**src/rtl/spi_sample_averager_pkg.sv**
```systemverilog
// Shared types and helpers for the SPI sample averager: FSM state encoding
// and counter sizing.
package spi_sample_averager_pkg;

    localparam int SPI_WORD_W = 16;

    typedef enum logic [1:0] {
        ST_IDLE    = 2'd0,
        ST_REQ     = 2'd1,
        ST_CAPTURE = 2'd2,
        ST_RELEASE = 2'd3
    } state_t;

    // Bits needed to count 0..n-1, never less than one.
    function automatic int cnt_width(input int n);
        return (n > 1) ? $clog2(n) : 1;
    endfunction

endpackage

```
**src/rtl/spi_sample_averager_if.sv**
```systemverilog
// Read handshake between the SPI reader (slave) and its consumer (master):
// rd request out, d_ready/d back from the SCLK domain.
interface spi_sample_averager_if;
    import spi_sample_averager_pkg::*;

    logic                  rd;
    logic                  d_ready;
    logic [SPI_WORD_W-1:0] d;

    modport master (output rd, input d_ready, input d);
    modport slave  (input rd, output d_ready, output d);

endinterface

```
**src/rtl/spi_sample_averager_sync_2ff.sv**
```systemverilog
// Single-bit two-flop synchronizer for signals arriving from the SCLK domain;
// both stages clear to 0 on reset.
module sync_2ff (
    input  logic clk,
    input  logic rst,
    input  logic i_d,
    output logic o_q
);

    logic r_meta;
    logic r_sync;

    // NOTE: non-blocking assignments keep the two stages a real shift chain;
    // blocking ones would collapse them into a single flop.
    always_ff @(posedge clk) begin
        if (rst) begin
            r_meta <= 1'b0;
            r_sync <= 1'b0;
        end else begin
            r_meta <= i_d;
            r_sync <= r_meta;
        end
    end

    assign o_q = r_sync;

endmodule

```
**src/rtl/spi_sample_averager.sv**
```systemverilog
// Periodically reads a 16-bit word over the rd/d_ready/d handshake, extracts a
// bit field and produces a block average over 2^LOG2_AVG captured fields.
module spi_sample_averager
    import spi_sample_averager_pkg::*;
#(
    parameter int SAMPLE_PERIOD = 1000000,
    parameter int TIMEOUT       = 100000,
    parameter int FIELD_LSB     = 4,
    parameter int FIELD_W       = 8,
    parameter int LOG2_AVG      = 3
) (
    input  logic                   clk,
    input  logic                   rst,
    input  logic                   i_en,
    spi_sample_averager_if.master  bus,
    output logic [FIELD_W-1:0]     o_sample,
    output logic                   o_sample_valid,
    output logic [FIELD_W-1:0]     o_avg,
    output logic                   o_avg_valid,
    output logic                   o_timeout_err,
    output logic                   o_busy
);

    localparam int PER_W = cnt_width(SAMPLE_PERIOD);
    localparam int TO_W  = cnt_width(TIMEOUT);
    localparam int CNT_W = (LOG2_AVG > 0) ? LOG2_AVG : 1;
    localparam int ACC_W = FIELD_W + LOG2_AVG;

    localparam logic [PER_W-1:0] PER_LAST = PER_W'(SAMPLE_PERIOD - 1);
    localparam logic [TO_W-1:0]  TO_LAST  = TO_W'(TIMEOUT - 1);
    localparam logic [CNT_W-1:0] CNT_LAST = CNT_W'((1 << LOG2_AVG) - 1);

    state_t             r_state;
    logic [PER_W-1:0]   r_per_cnt;
    logic [TO_W-1:0]    r_to_cnt;
    logic [ACC_W-1:0]   r_acc;
    logic [CNT_W-1:0]   r_cnt;
    logic               r_rd;
    logic [FIELD_W-1:0] r_sample;
    logic               r_sample_valid;
    logic [FIELD_W-1:0] r_avg;
    logic               r_avg_valid;
    logic               r_timeout_err;
    logic               r_busy;

    state_t             w_state_nxt;
    logic [PER_W-1:0]   w_per_cnt_nxt;
    logic [TO_W-1:0]    w_to_cnt_nxt;
    logic [ACC_W-1:0]   w_acc_nxt;
    logic [CNT_W-1:0]   w_cnt_nxt;
    logic               w_rd_nxt;
    logic [FIELD_W-1:0] w_sample_nxt;
    logic               w_sample_valid_nxt;
    logic [FIELD_W-1:0] w_avg_nxt;
    logic               w_avg_valid_nxt;
    logic               w_timeout_err_nxt;
    logic               w_busy_nxt;

    logic               w_d_ready_s;
    logic [FIELD_W-1:0] w_field;
    logic [ACC_W-1:0]   w_sum;

    sync_2ff u_sync_d_ready (
        .clk (clk),
        .rst (rst),
        .i_d (bus.d_ready),
        .o_q (w_d_ready_s)
    );

    assign w_field    = FIELD_W'(bus.d >> FIELD_LSB);
    assign w_sum      = r_acc + ACC_W'(w_field);
    assign w_busy_nxt = (w_state_nxt != ST_IDLE);

    // NOTE: every signal gets a default before the case so no path leaves it
    // unassigned, which would otherwise infer a latch.
    always_comb begin
        w_state_nxt        = r_state;
        w_per_cnt_nxt      = r_per_cnt;
        w_to_cnt_nxt       = r_to_cnt;
        w_acc_nxt          = r_acc;
        w_cnt_nxt          = r_cnt;
        w_rd_nxt           = 1'b0;
        w_sample_nxt       = r_sample;
        w_sample_valid_nxt = 1'b0;
        w_avg_nxt          = r_avg;
        w_avg_valid_nxt    = 1'b0;
        w_timeout_err_nxt  = 1'b0;

        case (r_state)
            ST_IDLE: begin
                if (!i_en) begin
                    w_per_cnt_nxt = '0;
                end else if (r_per_cnt == PER_LAST) begin
                    w_per_cnt_nxt = '0;
                    w_to_cnt_nxt  = '0;
                    w_rd_nxt      = 1'b1;
                    w_state_nxt   = ST_REQ;
                end else begin
                    w_per_cnt_nxt = r_per_cnt + PER_W'(1);
                end
            end

            ST_REQ: begin
                // Accumulate on the capture edge itself so avg_valid lines up
                // with the sample_valid of the last sample in the block.
                if (w_d_ready_s) begin
                    w_sample_nxt       = w_field;
                    w_sample_valid_nxt = 1'b1;
                    if (r_cnt == CNT_LAST) begin
                        w_avg_nxt       = FIELD_W'(w_sum >> LOG2_AVG);
                        w_avg_valid_nxt = 1'b1;
                        w_acc_nxt       = '0;
                        w_cnt_nxt       = '0;
                    end else begin
                        w_acc_nxt = w_sum;
                        w_cnt_nxt = r_cnt + CNT_W'(1);
                    end
                    w_state_nxt = ST_CAPTURE;
                end else if (r_to_cnt == TO_LAST) begin
                    w_timeout_err_nxt = 1'b1;
                    w_state_nxt       = ST_RELEASE;
                end else begin
                    w_rd_nxt     = 1'b1;
                    w_to_cnt_nxt = r_to_cnt + TO_W'(1);
                end
            end

            ST_CAPTURE: begin
                w_state_nxt = ST_RELEASE;
            end

            ST_RELEASE: begin
                if (!w_d_ready_s) begin
                    w_per_cnt_nxt = '0;
                    w_state_nxt   = ST_IDLE;
                end
            end

            default: begin
                w_state_nxt = ST_IDLE;
            end
        endcase
    end

    always_ff @(posedge clk) begin
        if (rst) begin
            r_state        <= ST_IDLE;
            r_per_cnt      <= '0;
            r_to_cnt       <= '0;
            r_acc          <= '0;
            r_cnt          <= '0;
            r_rd           <= 1'b0;
            r_sample       <= '0;
            r_sample_valid <= 1'b0;
            r_avg          <= '0;
            r_avg_valid    <= 1'b0;
            r_timeout_err  <= 1'b0;
            r_busy         <= 1'b0;
        end else begin
            r_state        <= w_state_nxt;
            r_per_cnt      <= w_per_cnt_nxt;
            r_to_cnt       <= w_to_cnt_nxt;
            r_acc          <= w_acc_nxt;
            r_cnt          <= w_cnt_nxt;
            r_rd           <= w_rd_nxt;
            r_sample       <= w_sample_nxt;
            r_sample_valid <= w_sample_valid_nxt;
            r_avg          <= w_avg_nxt;
            r_avg_valid    <= w_avg_valid_nxt;
            r_timeout_err  <= w_timeout_err_nxt;
            r_busy         <= w_busy_nxt;
        end
    end

    assign bus.rd         = r_rd;
    assign o_sample       = r_sample;
    assign o_sample_valid = r_sample_valid;
    assign o_avg          = r_avg;
    assign o_avg_valid    = r_avg_valid;
    assign o_timeout_err  = r_timeout_err;
    assign o_busy         = r_busy;

endmodule

```
**src/flat_wrapper.sv**
```systemverilog
// flat-port wrapper written by rule: the top's interface ports become plain ports
module spi_sample_averager_flat import spi_sample_averager_pkg::*;
#(
    parameter int SAMPLE_PERIOD = 1000000,
    parameter int TIMEOUT       = 100000,
    parameter int FIELD_LSB     = 4,
    parameter int FIELD_W       = 8,
    parameter int LOG2_AVG      = 3
)
  (clk, rst, i_en, o_sample, o_sample_valid, o_avg, o_avg_valid, o_timeout_err, o_busy, bus_rd, bus_d_ready, bus_d);
  spi_sample_averager_if bus_i ();
  input  logic clk;
  input  logic rst;
  input  logic i_en;
  output logic [FIELD_W-1:0] o_sample;
  output logic o_sample_valid;
  output logic [FIELD_W-1:0] o_avg;
  output logic o_avg_valid;
  output logic o_timeout_err;
  output logic o_busy;
  output wire logic [$bits(bus_i.rd)-1:0] bus_rd;
  input wire logic [$bits(bus_i.d_ready)-1:0] bus_d_ready;
  input wire logic [$bits(bus_i.d)-1:0] bus_d;
  assign bus_rd = bus_i.rd;
  assign bus_i.d_ready = bus_d_ready;
  assign bus_i.d = bus_d;
  spi_sample_averager #(.SAMPLE_PERIOD(SAMPLE_PERIOD), .TIMEOUT(TIMEOUT), .FIELD_LSB(FIELD_LSB), .FIELD_W(FIELD_W), .LOG2_AVG(LOG2_AVG)) u_core (.clk(clk), .rst(rst), .i_en(i_en), .bus(bus_i), .o_sample(o_sample), .o_sample_valid(o_sample_valid), .o_avg(o_avg), .o_avg_valid(o_avg_valid), .o_timeout_err(o_timeout_err), .o_busy(o_busy));
endmodule
```
**config.mk**
```make
export PLATFORM = sky130hd
export DESIGN_NAME = spi_sample_averager_flat
export DESIGN_NICKNAME = d
export VERILOG_FILES = /design/src/rtl/spi_sample_averager_pkg.sv /design/src/rtl/spi_sample_averager_if.sv /design/src/rtl/spi_sample_averager_sync_2ff.sv /design/src/rtl/spi_sample_averager.sv /design/src/flat_wrapper.sv
export SDC_FILE = /design/constraint.sdc
export NUM_CORES = 1
export LEC_CHECK = 0
export ABC_CLOCK_PERIOD_IN_PS = 1700
export BUFFER_PORTS_ARGS = -buffer_cell sky130_fd_sc_hd__buf_4
export CORE_ASPECT_RATIO = 0.6
export CORE_UTILIZATION = 53
export DETAILED_ROUTE_END_ITERATION = 6
export PLACE_DENSITY = 0.74
export SETUP_SLACK_MARGIN = 0.5
export SYNTH_ARGS = -nofsm -noshare
export SYNTH_HDL_FRONTEND = slang
export SYNTH_HIERARCHICAL = 1
export SYNTH_SLANG_ARGS = --single-unit
```
**constraint.sdc**
```tcl
create_clock -name clk -period 1.7 [get_ports clk]
set_input_delay 0.085 -clock clk [delete_from_list [all_inputs] [get_ports clk]]
set_output_delay 0.085 -clock clk [all_outputs]
set_load 0.02 [all_outputs]
```
==> impl_results.html <==
<table>
<tr><th>Metric</th><th>Value</th></tr>
<tr><th colspan="2">Outcome</th></tr>
<tr><td>Run status</td><td>complete, but fails checks</td></tr>
<tr><td>Violations in the final reports</td><td>DRC, setup timing</td></tr>
<tr><th colspan="2">Finish</th></tr>
<tr><td>Most common cell after layout, fill and taps aside</td><td>buf_4</td></tr>
<tr><td>Non-filler instance count after layout</td><td>~700</td></tr>
<tr><td>Relative area change from synthesis to final layout</td><td>65.1%</td></tr>
<tr><td>Design Area, Final</td><td>around 6200 um^2</td></tr>
<tr><td>Most frequent cells in the layout</td><td>108 x buf_4, 52 x dfxtp_1, 42 x nand2_1, 35 x buf_6, 30 x a21oi_1</td></tr>
<tr><td>Nets</td><td>between 600 and 700</td></tr>
<tr><td>Antenna Cells</td><td>0</td></tr>
<tr><td>Ratio of cells with drive above 1 in the final layout</td><td>50.7%</td></tr>
<tr><th colspan="2">Setup path</th></tr>
<tr><td>Slowest stage delay, CP</td><td>0.37 ns</td></tr>
<tr><td>Setup crit start</td><td>u_core/r_acc[4]</td></tr>
<tr><td>R2R Setup Slk</td><td>-0.39 ns</td></tr>
<tr><td>Data arrival time of the worst path</td><td>2.36 ns</td></tr>
<tr><td>Critical Path Slowest Stage Cell</td><td>dfxtp_1</td></tr>
<tr><td>Crit path cell chain</td><td>ha_2 &gt; o211ai_1 &gt; nand2_1 &gt; a32oi_2 &gt; buf_4 &gt; nand3b_1 &gt; a31oi_2</td></tr>
<tr><td>Launch instance of the worst register-to-register path</td><td>u_core/r_acc[4]</td></tr>
<tr><td>Buf+Inv Stages, Crit Path</td><td>1</td></tr>
<tr><td>Number of gates on the worst path with buffers counted</td><td>7</td></tr>
<tr><td>Element type at the critical path end</td><td>flip-flop</td></tr>
<tr><td>Depth of the worst register-to-register path</td><td>7</td></tr>
<tr><td>Largest fanout on the critical path</td><td>4</td></tr>
<tr><td>Termination of the worst setup path</td><td>u_core/r_acc[9]</td></tr>
<tr><td>Capturing point of the worst reg2reg path</td><td>u_core/r_acc[9]</td></tr>
<tr><td>Gate family responsible for the most delay along the worst path</td><td>compound AO/OA/AOI/OAI gates</td></tr>
<tr><td>Data required, critical path</td><td>about 2 ns</td></tr>
<tr><td>Startpoint class of the critical path</td><td>flip-flop</td></tr>
<tr><td>Kind of critical path</td><td>reg -&gt; reg</td></tr>
<tr><th colspan="2">STA</th></tr>
<tr><td>RSZ-0062 raised after global routing</td><td>true</td></tr>
<tr><td>Final Max Slew Viols</td><td>0</td></tr>
<tr><td>Smallest setup slack after layout</td><td>-0.391 ns</td></tr>
<tr><td>Relative slew margins</td><td>69.7%</td></tr>
<tr><td>Endpoints failing setup</td><td>50</td></tr>
<tr><td>Transition time at the pin with the least slew margin</td><td>0.450 ns</td></tr>
<tr><td>Total count of hold-check failures in the final report</td><td>0</td></tr>
<tr><td>Max Clock Skew</td><td>around 0.012 ns</td></tr>
<tr><td>Share of the clock period used by the worst path</td><td>123%</td></tr>
<tr><td>Final min period</td><td>2.09 ns</td></tr>
<tr><td>Achievable frequency</td><td>approximately 0.48 GHz</td></tr>
<tr><td>Worst Hold Margin</td><td>0.0173 ns</td></tr>
<tr><th colspan="2">Route</th></tr>
<tr><td>DR iter-0 viols</td><td>709</td></tr>
<tr><td>First-pass detailed-route iteration total</td><td>7</td></tr>
<tr><td>Number of vias in the routed layout</td><td>4749</td></tr>
<tr><td>Final wirelength</td><td>between 15000 and 20000 um</td></tr>
<tr><td>Average via count per standard cell</td><td>6.88</td></tr>
<tr><td>DRT antenna net count</td><td>0</td></tr>
<tr><td>DRC errors left</td><td>4</td></tr>
<tr><td>Routed wire per std cell</td><td>23.8 um</td></tr>
<tr><th colspan="2">Global routing</th></tr>
<tr><td>Largest net degree at the start of global routing</td><td>30</td></tr>
<tr><td>Antenna violations before repair</td><td>0</td></tr>
<tr><td>Gr usage total</td><td>34.2%</td></tr>
<tr><td>First-pass GRT wire length</td><td>19500 um</td></tr>
<tr><td>Overflow after GRT</td><td>0</td></tr>
<tr><td>Number of global-route vias before repair</td><td>3996</td></tr>
<tr><th colspan="2">Flow run</th></tr>
<tr><td>Max-Cap Viols</td><td>0</td></tr>
<tr><th colspan="2">Placed design</th></tr>
<tr><td>PortBufs</td><td>32</td></tr>
<tr><td>GP Congestion</td><td>0.875</td></tr>
<tr><td>Placed wire-length estimate</td><td>~7000 um</td></tr>
<tr><td>Placed cell areas</td><td>4770 um^2</td></tr>
<tr><td>Cells after DPL</td><td>roughly 620</td></tr>
<tr><th colspan="2">Synth</th></tr>
<tr><td>Multiplexer share of the synthesized area</td><td>0.265%</td></tr>
<tr><td>Compound-Gate Fraction of Synth Area</td><td>20.7%</td></tr>
<tr><td>Number of enable-type register cells in the synthesized netlist</td><td>0</td></tr>
<tr><td>Post-synthesis register bit count</td><td>76</td></tr>
<tr><td>Flip-flop cell with the highest count after synthesis</td><td>dfxtp_1</td></tr>
<tr><td>Synthesized-area fraction occupied by adder cells</td><td>4.50%</td></tr>
<tr><td>Distinct cells, synth</td><td>59</td></tr>
<tr><td>Ys Warns</td><td>6</td></tr>
<tr><td>Post-synthesis instance area</td><td>3780 um^2</td></tr>
<tr><td>Proportion of register bits with asynchronous set or reset after synthesis</td><td>0%</td></tr>
<tr><td>Number of instances in the synthesized netlist</td><td>approximately 460</td></tr>
<tr><td>Mean area per synthesized cell</td><td>8.30 um^2</td></tr>
<tr><td>Dominant combinational cell family by area after synthesis</td><td>simple AND/OR/NAND/NOR gates</td></tr>
<tr><td>Simple-gate area share of the yosys netlist</td><td>around a quarter</td></tr>
<tr><td>Post-Syn Nets</td><td>488</td></tr>
<tr><td>Post-synthesis share of cell area spent on xor and xnor gates</td><td>under 10%</td></tr>
<tr><td>Share of the yosys chip area belonging to registers</td><td>40.3%</td></tr>
<tr><th colspan="2">Die</th></tr>
<tr><td>Core region area</td><td>6790 um^2</td></tr>
<tr><td>Overall die height</td><td>between 60 and 70 um</td></tr>
<tr><td>Floorplan row count</td><td>23</td></tr>
<tr><td>Ports</td><td>41</td></tr>
<tr><td>Area of the die</td><td>about 7500 um^2</td></tr>
<tr><td>Effective utilization at floorplan</td><td>55.6%</td></tr>
<tr><td>Die width</td><td>111 um</td></tr>
<tr><th colspan="2">Clock network</th></tr>
<tr><td>Clock root buffer</td><td>clkbuf_16</td></tr>
<tr><td>CTS H-Tree Depth</td><td>3</td></tr>
<tr><td>TritonCTS clock tree</td><td>yes</td></tr>
<tr><td>Clock Path Buffers</td><td>2</td></tr>
<tr><td>Num Clock Sinks</td><td>76</td></tr>
<tr><td>Clock transition at the register clock pins on the worst setup and hold paths after CTS</td><td>0.06 ns</td></tr>
<tr><td>Number of buffers added by the clock tree synthesis step</td><td>9</td></tr>
<tr><td>Latest clock arrival within the worst-skew pair</td><td>0.36 ns</td></tr>
<tr><th colspan="2">Worst hold path</th></tr>
<tr><td>Hold path startpoint</td><td>bus_d[11]</td></tr>
<tr><td>Class of the tightest hold or removal check</td><td>in -&gt; reg</td></tr>
<tr><th colspan="2">Pwr</th></tr>
<tr><td>Pwr dens</td><td>roughly 670 nW/um^2</td></tr>
<tr><td>Maximum ir drop on the vdd rail</td><td>0.635 mV</td></tr>
<tr><td>Lkg Pwr</td><td>between 2 and 2.5 nW</td></tr>
<tr><td>Overall Power</td><td>0.00416 W</td></tr>
</table>
==> worst min-delay path by stage <==
stage                                   end  depth (start not counted)
6_report                 u_core/o_sample[7]                          3
5_1_grt                  u_core/o_sample[7]                          3
3_5_place_dp   u_core/u_sync_d_ready/r_meta                          2
3_3_place_gp   u_core/u_sync_d_ready/r_meta                          2
2_1_floorplan     u_core/u_sync_d_ready/o_q                          1
4_1_cts        u_core/u_sync_d_ready/r_meta                          2
==> synth_stat cells, drive strengths merged (2+ instances only) <==
cell type	number	area, um^2
nand2b	4	25.0
dfxtp	76	1520
nor4	9	62.6
o2111ai	2	17.5
xor2	12	105
o211ai	5	42.5
nor4b	2	17.5
nor3	4	20.0
nor3b	4	35.0
a22o	2	17.5
buf	14	95.1
a311oi	2	17.5
o31ai	5	37.5
and3	8	50.1
nor2b	6	37.5
nor2	28	108
nand4	6	37.5
inv	14	52.6
o21ai	32	168
o31a	2	17.5
and2	7	43.8
a21oi	42	210
o21a	3	22.5
a211oi	4	30.0
clkbuf	7	26.3
a21o	4	30.0
and4	2	20.0
a31oi	15	93.8
or4	6	45.0
ha	12	150
nand3b	6	45.0
a22oi	2	15.0
nand2	56	210
nand3	27	135
xnor2	4	35.0
or3	8	50.1
==> kinds of logic after synthesis <==
family                   after synthesis
adder cells (fa/ha/maj)               13
AND/OR/NAND/NOR                      187
XOR/XNOR                              16
AO/OA/AOI/OAI                        127
buffers and inverters                 35
multiplexers                           1
flip-flops                            76
==> state kept, by name (all words and copies together), names as in the netlist, 2 cells and up <==
signal and count:
u_core/r_state 2, u_core/o_sample 8, u_core/r_to_cnt 17, u_core/o_avg 8, u_core/r_per_cnt 20, u_core/r_acc 11
u_core/r_cnt 3
==> metal layers <==
metal	up-vias	global-route usage, %	routed length (um)
met1	2244	40.3	6170
li1	1951	-	-
met5	-	0	0
met2	430	59.2	7560
met3	124	10.6	1830
met4	0	14.9	845
==> power breakdown <==
group          total, W  leakage [nW]  internal (W)  switching [W]
sequential      0.00181         0.626       0.00179      0.0000182
clock           0.00208         0.158       0.00129       0.000783
combinational  0.000273          1.70      0.000121       0.000152
==> through the flow <==
stage | setup TNS, ns | setup slack (ns) | util (%)
CTS | -2.11 | -0.187 | 84.0
global placement | -1.90 | -0.187 | 70.2
finish | -7.21 | -0.391 | 91.9
detailed placement | -2.90 | -0.201 | 70.2
floorplan | -1.14 | -0.165 | -
global route | -8.28 | -0.448 | 91.9
==> final cells by class <==
cell class	count	area (um^2)
clock buffer	13	280
timing repair buffer	150	1300
fill	242	553
tap	87	109
multi-input combinational	347	2900
inverter	14	55.1
sequential	76	1560
clock inverter	3	42.5
==> tightest hold or removal path, cell delays in order <==
cell	delay, ns
buf_4	0.12
nand2_1	0.05
a21oi_1	0.06
==> what timing repair did <==
| action | CTS | global route |
|---|---|---|
| setup buffers | 23 | 22 |
| gates cloned | 3 | 2 |
| endpoints found under the hold margin | 0 | 1 |
| resized for setup | 103 | 77 |
| endpoints found under the setup margin | 74 | 73 |
| hold buffers | 0 | 1 |
| pin swaps | 53 | 53 |
No activity file was read; power rests on OpenSTA's default activity.
